**config.mk**
```make
export PLATFORM = sky130hd
export DESIGN_NAME = seven_segment_scanner
export DESIGN_NICKNAME = d
export VERILOG_FILES = /design/src/rtl/seven_seg_pkg.sv /design/src/rtl/hex_to_7seg.sv /design/src/rtl/seven_segment_scanner.sv
export SDC_FILE = /design/constraint.sdc
export NUM_CORES = 1
export LEC_CHECK = 0
export ABC_AREA = 0
export BUFFER_PORTS_ARGS = -buffer_cell sky130_fd_sc_hd__buf_4
export CAP_MARGIN = 20
export CORE_MARGIN = 2
export CORE_UTILIZATION = 57
export DETAILED_ROUTE_END_ITERATION = 12
export HOLD_SLACK_MARGIN = 0.12
export PLACE_DENSITY = 0.85
export SLEW_MARGIN = 10
export SYNTH_ARGS = -nofsm -noshare
export SYNTH_HDL_FRONTEND = slang
export SYNTH_HIERARCHICAL = 1
export SYNTH_SLANG_ARGS = --single-unit
```
**constraint.sdc**
```tcl
create_clock -name clk -period 6.9 [get_ports clk]
set_input_delay 0.69 -clock clk [delete_from_list [all_inputs] [get_ports clk]]
set_output_delay 0.69 -clock clk [all_outputs]
set_load 0.01 [all_outputs]
```
**src/rtl/seven_seg_pkg.sv**
```systemverilog
// Shared constants, scan state type and hex-to-segment table for the
// seven-segment display path.
package seven_seg_pkg;

    localparam int NUM_DIGITS = 8;

    localparam logic [6:0]            SEG_OFF = 7'h7F;
    localparam logic [NUM_DIGITS-1:0] AN_OFF  = 8'hFF;

    typedef enum logic {
        BLANK = 1'b0,
        DRIVE = 1'b1
    } scan_state_t;

    // Active-low {g,f,e,d,c,b,a} patterns; entry 0 is the rightmost element.
    localparam logic [15:0][6:0] HEX_SEG = {
        7'h0E, 7'h06, 7'h21, 7'h46,   // F E d C
        7'h03, 7'h08, 7'h10, 7'h00,   // b A 9 8
        7'h78, 7'h02, 7'h12, 7'h19,   // 7 6 5 4
        7'h30, 7'h24, 7'h79, 7'h40    // 3 2 1 0
    };

endpackage

```
**src/rtl/hex_to_7seg.sv**
```systemverilog
// Combinational hex nibble to active-low seven-segment pattern decoder.
module hex_to_7seg
    import seven_seg_pkg::*;
(
    input  logic [3:0] hex,
    output logic [6:0] seg
);

    assign seg = HEX_SEG[hex];

endmodule

```
**src/rtl/seven_segment_scanner.sv**
```systemverilog
// Time-multiplexed driver for an 8-digit common-anode display. Each digit
// owns a TICK_DIV-cycle slot that opens with BLANK_CYCLES of all-anodes-off
// to suppress ghosting; the digit value is captured once at slot start.
module seven_segment_scanner
    import seven_seg_pkg::*;
#(
    parameter int TICK_DIV     = 100_000,
    parameter int BLANK_CYCLES = 16
) (
    input  logic                 clk,
    input  logic                 rst,
    input  logic                 en,
    input  logic [7:0][3:0]      digit,
    input  logic [7:0]           en_dot,
    output logic [7:0]           an,
    output logic [6:0]           seg,
    output logic                 dp
);

    localparam int              CNT_W      = (TICK_DIV > 1) ? $clog2(TICK_DIV) : 1;
    localparam logic [CNT_W-1:0] CNT_LAST   = CNT_W'(TICK_DIV - 1);
    localparam logic [CNT_W-1:0] BLANK_LAST = CNT_W'((BLANK_CYCLES > 0) ? BLANK_CYCLES - 1 : 0);
    localparam bit              HAS_BLANK  = (BLANK_CYCLES > 0);

    logic [CNT_W-1:0] cnt;
    logic [2:0]       idx;
    scan_state_t      state;

    logic [3:0]       snap_val_p0;
    logic             snap_dot_p0;
    logic [3:0]       cur_val;
    logic             cur_dot;
    logic [6:0]       seg_dec;
    logic [NUM_DIGITS-1:0] an_sel;

    // Slot prescaler and digit index; idx advances on every slot wrap.
    always_ff @(posedge clk or negedge rst) begin
        if (!rst) begin
            cnt <= '0;
            idx <= '0;
        end else if (cnt == CNT_LAST) begin
            cnt <= '0;
            idx <= idx + 3'd1;
        end else begin
            cnt <= cnt + CNT_W'(1);
        end
    end

    // Blank/drive sequencing within a slot; with no blanking the slot is all drive.
    always_ff @(posedge clk or negedge rst) begin
        if (!rst) begin
            state <= BLANK;
        end else if (cnt == CNT_LAST) begin
            state <= HAS_BLANK ? BLANK : DRIVE;
        end else if (state == BLANK && cnt == BLANK_LAST) begin
            state <= DRIVE;
        end
    end

    // Capture the slot's digit and dot at slot start so mid-slot changes wait a slot.
    always_ff @(posedge clk) begin
        if (cnt == '0) begin
            snap_val_p0 <= digit[idx];
            snap_dot_p0 <= en_dot[idx];
        end
    end

    // At cnt==0 the snapshot is being loaded this edge, so use the live value.
    assign cur_val = (cnt == '0) ? digit[idx]  : snap_val_p0;
    assign cur_dot = (cnt == '0) ? en_dot[idx] : snap_dot_p0;
    assign an_sel  = NUM_DIGITS'(1) << idx;

    hex_to_7seg u_dec (
        .hex (cur_val),
        .seg (seg_dec)
    );

    // Registered pin drivers: one anode low only while driving and enabled.
    always_ff @(posedge clk or negedge rst) begin
        if (!rst) begin
            an  <= AN_OFF;
            seg <= SEG_OFF;
            dp  <= 1'b1;
        end else if (en && state == DRIVE) begin
            an  <= ~an_sel;
            seg <= seg_dec;
            dp  <= ~cur_dot;
        end else begin
            an  <= AN_OFF;
            seg <= SEG_OFF;
            dp  <= 1'b1;
        end
    end

endmodule
```
Word level (Yosys, flattened, before mapping)
Memory sizes are Yosys's and may differ from the RTL's.
Cells that the tools add are included.
{ "op_classes": {"add_sub_neg": 2, "n_lt_le_gt_ge": 2, "eq_ne": 2, "shifts": 1, "muxes": 13, "bitwise_logic": 3, "n_reduce_logical": 4} }
{ "op_table": {"columns": ["operator", "count"], "rows": [
  ["$add A17 B1 Y17 const B", 1],
  ["$eq A17 B17 Y1 const B", 1],
  ["$eq A17 B4 Y1 const B", 1],
  ["$logic_not A17 Y1", 1],
  ["$mux W17", 1],
  ["$mux W7", 2],
  ["$bmux W4 S3", 1],
  ["$mux W4", 2],
  ["$mux W8", 1],
  ["$not A8 Y8", 1],
  ["$shl A1 B3 Y8 const A", 1],
  ["$lt A4 B5 Y1 const B", 1],
  ["$mux W1", 5],
  ["$lt A3 B4 Y1 const B", 1],
  ["$add A3 B1 Y3 const B", 1],
  ["$bmux W1 S3", 1],
  ["$logic_and A1 B1 Y1", 2],
  ["$not A1 Y1", 2],
  ["$reduce_bool A2 Y1", 1]
]} }
{ "word_totals": {"regBits": 42, "romBits": 112, "input_bits": 43, "out_inout_bits": 16, "wordCells": 36, "mem_count": 1} }
{ "memory_table": {"columns": ["memory", "depth", "word_bits", "read_ports", "rd_ports_with_merged_regs", "wr", "line", "text"], "rows": [
  ["(no name shown)", 16, 7, 1, 0, 0, "hex_to_7seg.sv:9", "assign seg = HEX_SEG[hex];"]
]} }

Longest topological paths before layout
{ "depth": {"ltp_word": 6, "mapped_depth": 11, "depth_no_buf": 11} }

Hierarchy
Netlist, hierarchy kept.
{ "by_module_without_submodules": {"columns": ["mod", "n_inst", "cells_per_inst", "area_each_um2"], "rows": [
  ["seven_segment_scanner", 1, 179, 2094.5],
  ["hex_to_7seg", 1, 32, 275.3]
]} }

Worst setup path before layout
Ideal clock, no wire load.
{ "synth_timing": {"path_type": "register to register", "start": "register cnt[11]", "end": "register seg[0]", "t_arrival_ns": 2.600, "required_ns": 6.838, "path_slack_ns": 4.238, "stages_incl_launch_ff": 11, "n_path_buf": 0, "synth_period_minus_slack_ns": 2.662, "cell_sequence": "dfrtp_1 nor4_4 nand4_1 nor2_2 mux2_2 inv_1 ha_1 and2b_2 or3b_1 o21ai_0 nand2b_1"} }
{ "synth_between": {"elab_chain_len": 5} }
{ "synth_rtl": {"columns": ["item", "line", "text"], "rows": [
  ["start: declaration", "seven_segment_scanner.sv:25", "logic [CNT_W-1:0] cnt;"],
  ["start signal: assignment", "seven_segment_scanner.sv:45", "cnt <= cnt + CNT_W'(1);"],
  ["$logic_not A17 Y1", "seven_segment_scanner.sv:69", "assign cur_val = (cnt == '0) ? digit[idx] : snap_val_p0;"],
  ["$mux W4", "seven_segment_scanner.sv:69", null],
  ["net cur_val[1]", "seven_segment_scanner.sv:31", "logic [3:0] cur_val;"],
  ["$mem_v2 Z16 W7", null, null],
  ["$mux W7 (implied by the code)", "hex_to_7seg.sv:9", null],
  ["net seg_dec[0]", "seven_segment_scanner.sv:33", "logic [6:0] seg_dec;"],
  ["$mux W7", "seven_segment_scanner.sv:84", "end else if (en && state == DRIVE) begin"],
  ["end signal: assignment", "seven_segment_scanner.sv:86", "seg <= seg_dec;"],
  ["end: declaration", "seven_segment_scanner.sv:16", "output logic [6:0] seg,"]
]} }
The timed path passes the listed nets, and every way through them passes these cells. The select of a mux whose other input is x is not followed.
A chain may end at the register's enable or synchronous reset.

Final worst setup path
{ "layout_timing": {"start": "register idx[0]", "end": "register seg[0]"} }
{ "layout_between": {"elab_chain_len": 6} }
{ "layout_rtl": {"columns": ["item", "line", "text"], "rows": [
  ["start: declaration", "seven_segment_scanner.sv:26", "logic [2:0] idx;"],
  ["start signal: assignment", "seven_segment_scanner.sv:43", "idx <= idx + 3'd1;"],
  ["$bmux W4 S3", "seven_segment_scanner.sv:69", null],
  ["$mux W4 (implied by the code)", "seven_segment_scanner.sv:69", null],
  ["$mux W4", "seven_segment_scanner.sv:69", null],
  ["net cur_val[1]", "seven_segment_scanner.sv:31", null],
  ["$mem_v2 Z16 W7", null, null],
  ["$mux W7 (implied by the code)", "hex_to_7seg.sv:9", null],
  ["net seg_dec[0]", "seven_segment_scanner.sv:33", null],
  ["$mux W7", "seven_segment_scanner.sv:84", null]
]} }
The timed path passes the listed nets, and every way through them passes these cells. The select of a mux whose other input is x is not followed.

==> reports/qor.yml <==
run_status:
  status: "completed"
floorplanning:
  coreArea_sq_mm: 0.004000
  num_rows: 23
  io_pins: 59
  die_h_microns: 68.48
  die_area_sq_mm: 0.004690
  initial_core_util_pct: 59.24
  die_w_microns: 68.48
clock_network:
  cts-hold-fix-buffers: 0
  cts.repair.resized: 0
  cts_buffers: 5
  post_cts_buffers: 0
  root_buffer: "clkbuf_8"
  path_clk_slew_ps: 80
  max-clock-path-buffers: 2
  cts_htree_levels: 2
  cts_tree: "built"
  cts.sinks: 42
  clk_latency_ps: 290
route:
  postRouteAntennaNets: 0
  num_vias: 1772
  wl_per_cell_microns: 15.25
  dr_wl_met2_microns: 2510
  vias_per_cell: 5.555
  route.met3.wl_microns: 251
  drcViolationCount: 0
  m1WireLength_microns: 1998
  drt-total-wl_microns: 4864
  drt_first_pass_iters: 4
  top_layer: "met4"
  drt-initial-drc-count: 104
worst_setup_path:
  slowest_delay_ps: 770
  start_kind: "register"
  crit_chain: "mux4_2, nand2_1, nand2_1, mux2_2, inv_1, ha_1, and2b_2, or3b_1, o21ai_0, nand2b_1"
  critPathCaptureType: "register"
  cp_slowest_cell: "dfrtp_1"
  crit_family: "multiplexers"
  cp_max_fo: 13
  worst_ep_required_time_ps: 7130
  critPathMostFrequentCell: "nand2_1"
  crit_type: "reg2reg"
  cp.buffers_inverters: 1
  worstPathArrival_ps: 3270
sta:
  relSlewSlack_pct: 44.48
  tightest_slew_ps: 826.6
  drv_slew: 0
  hold_viol: 0
  fmax_mhz: 328.5
  fin_ws_ps: 3856
  grt_setup_unrepaired: "no"
  setup_tns_ps: 0
  layout_worst_path_cycle_share_pct: 44.11
  finalCriticalPeriod_ps: 3044
  finalClockSkew_ps: 8.767
  setup_viol: 0
  finalHoldWorstSlack_ps: 348.2
yosys:
  yosysTopAreaCell: "dfrtp_1"
  synth.area.top_cells: "dfrtp_1, dfstp_2, mux4_2, ha_1, nand2_1"
  synth_top_area_share_pct: 22.18
  avgSynthCellArea_sq_um: 11.23
  synth.most_common_cell: "nand2_1"
  yosysWarnings: 6
  yosysSeqAreaShare_pct: 44.14
  syn_inst: 211
  synth_edf_count: 0
  synth_seq_cells: 42
  synth-main-ff-cell: "dfrtp_1"
  netlist_area_sq_mm: 0.002370
  synth_cell_types: 39
  synthTopCellsByCount: "nand2_1, dfrtp_1, nor2_1, dfstp_2, ha_1"
  syn_nets: 269
  async_flop_share_pct: 88.10
pwr:
  power.total_mw: 0.5275
  p_leak_nw: 1.317
  powerDensity_mw_per_mm2: 179.1
  peakVddDrop_mv: 0.08095
global_routing:
  grt_pass1_vias: 1792
  overflow: 0
  gr-usage-all-layers_pct: 24.04
  grt_pass1_wl_microns: 8169
  grt_max_degree: 38
  antenna_found_initial: 0
finish:
  final_area_sq_mm: 0.002945
  fin_cells: 319
  area_delta_synth_final_pct: 24.29
  drive_gt1_share_pct: 38.66
  nNetsFinal: 326
  fill_cells: 270
  insertedDiodeCount: 0
  final_util_pct: 73.63
placement:
  placed_area_sq_mm: 0.002813
  place_congestion: 0.8425
  post-place-ws_ps: 3896
  post-dp-hpwl_microns: 3722
  dp_cells: 311
  portBuffers: 58
job:
  cap_viol_max_count: 0
min_path:
  hold_class: "in2async"
## metal layers
| layer | track usage [%] | vias to the layer above |
|---|---|---|
| met1 | 28.40 | 856 |
| met2 | 42.67 | 60 |
| met3 | 5.263 | 10 |
| met4 | 8.500 | 0 |
| li1 | - | 846 |
| met5 | 0 | - |
## power breakdown
group / internal (mW) / switching [mW]
logic: 0.0332 / 0.0238
clock network: 0.130 / 0.0848
registers: 0.254 / 0.00134
## logic make-up (layout without fill, tap and decap cells)
logic type	Yosys count	count (layout)	synth area share, %
muxes	22	22	15.58
AOI/OAI and AO/OA	10	10	3.062
and+or+nand+nor	89	89	19.64
xor gates and xnor gates	16	16	5.913
DFF	42	42	44.14
adders and majority gates	15	15	7.920
buffers and inverters	17	75	3.748
## layout by cell type, fill, tap and decap left out, drive strengths merged
cell type / synthesis / final
xnor2: 12 / 12
o311ai: 1 / 1
nand2b: 7 / 7
nor3: 3 / 3
inv: 8 / 8
and2b: 2 / 2
clkinv: 1 / 2
a21oi: 1 / 1
o21bai: 1 / 1
bufinv: 0 / 1
ha: 15 / 15
mux2i: 5 / 5
and2: 2 / 2
and4: 1 / 1
dfstp: 16 / 16
buf: 6 / 58
dfxtp: 5 / 5
nand3: 8 / 8
or3b: 1 / 1
o31a: 1 / 1
or3: 1 / 1
mux2: 6 / 6
nand2: 31 / 31
nor2: 18 / 18
a22o: 2 / 2
xor2: 4 / 4
nor4: 6 / 6
mux4: 11 / 11
and3: 1 / 1
nand4: 8 / 8
o21ai: 3 / 3
dfrtp: 21 / 21
a32o: 1 / 1
clkbuf: 2 / 6
## worst paths after layout
kind                       startpoint     end  slack [ps]  cells after the start
setup / recovery               idx[0]  seg[0]        3860                     10
hold / removal                    rst  idx[0]         350                      1
setup reg to reg               idx[0]  seg[0]        3860                     10
hold reg to reg                cnt[0]  cnt[0]         520                      1
max in group asynchronous         rst  seg[1]        6200                      1
min in group clk               cnt[0]  cnt[0]         520                      1
## cell type report
| type | instances | area [sq um] | area share (%) |
|---|---|---|---|
| clock buffer | 6 | 93.84 | 3.186 |
| clock inverter | 2 | 38.79 | 1.317 |
| inverter | 9 | 33.78 | 1.147 |
| multi-input combinational | 152 | 1235 | 41.93 |
| sequential | 42 | 1046 | 35.51 |
| tap | 50 | 62.56 | 2.124 |
| timing repair buffer | 58 | 435.4 | 14.78 |
## flip-flops by register name, summed over array words and instances, names as in the netlist
| signal | flops |
|---|---|
| cnt | 17 |
| an | 8 |
| seg | 7 |
| snap_val_p0 | 4 |
| idx | 3 |
| dp | 1 |
| snap_dot_p0 | 1 |
| state | 1 |
Power figures use the tool's default switching activity.
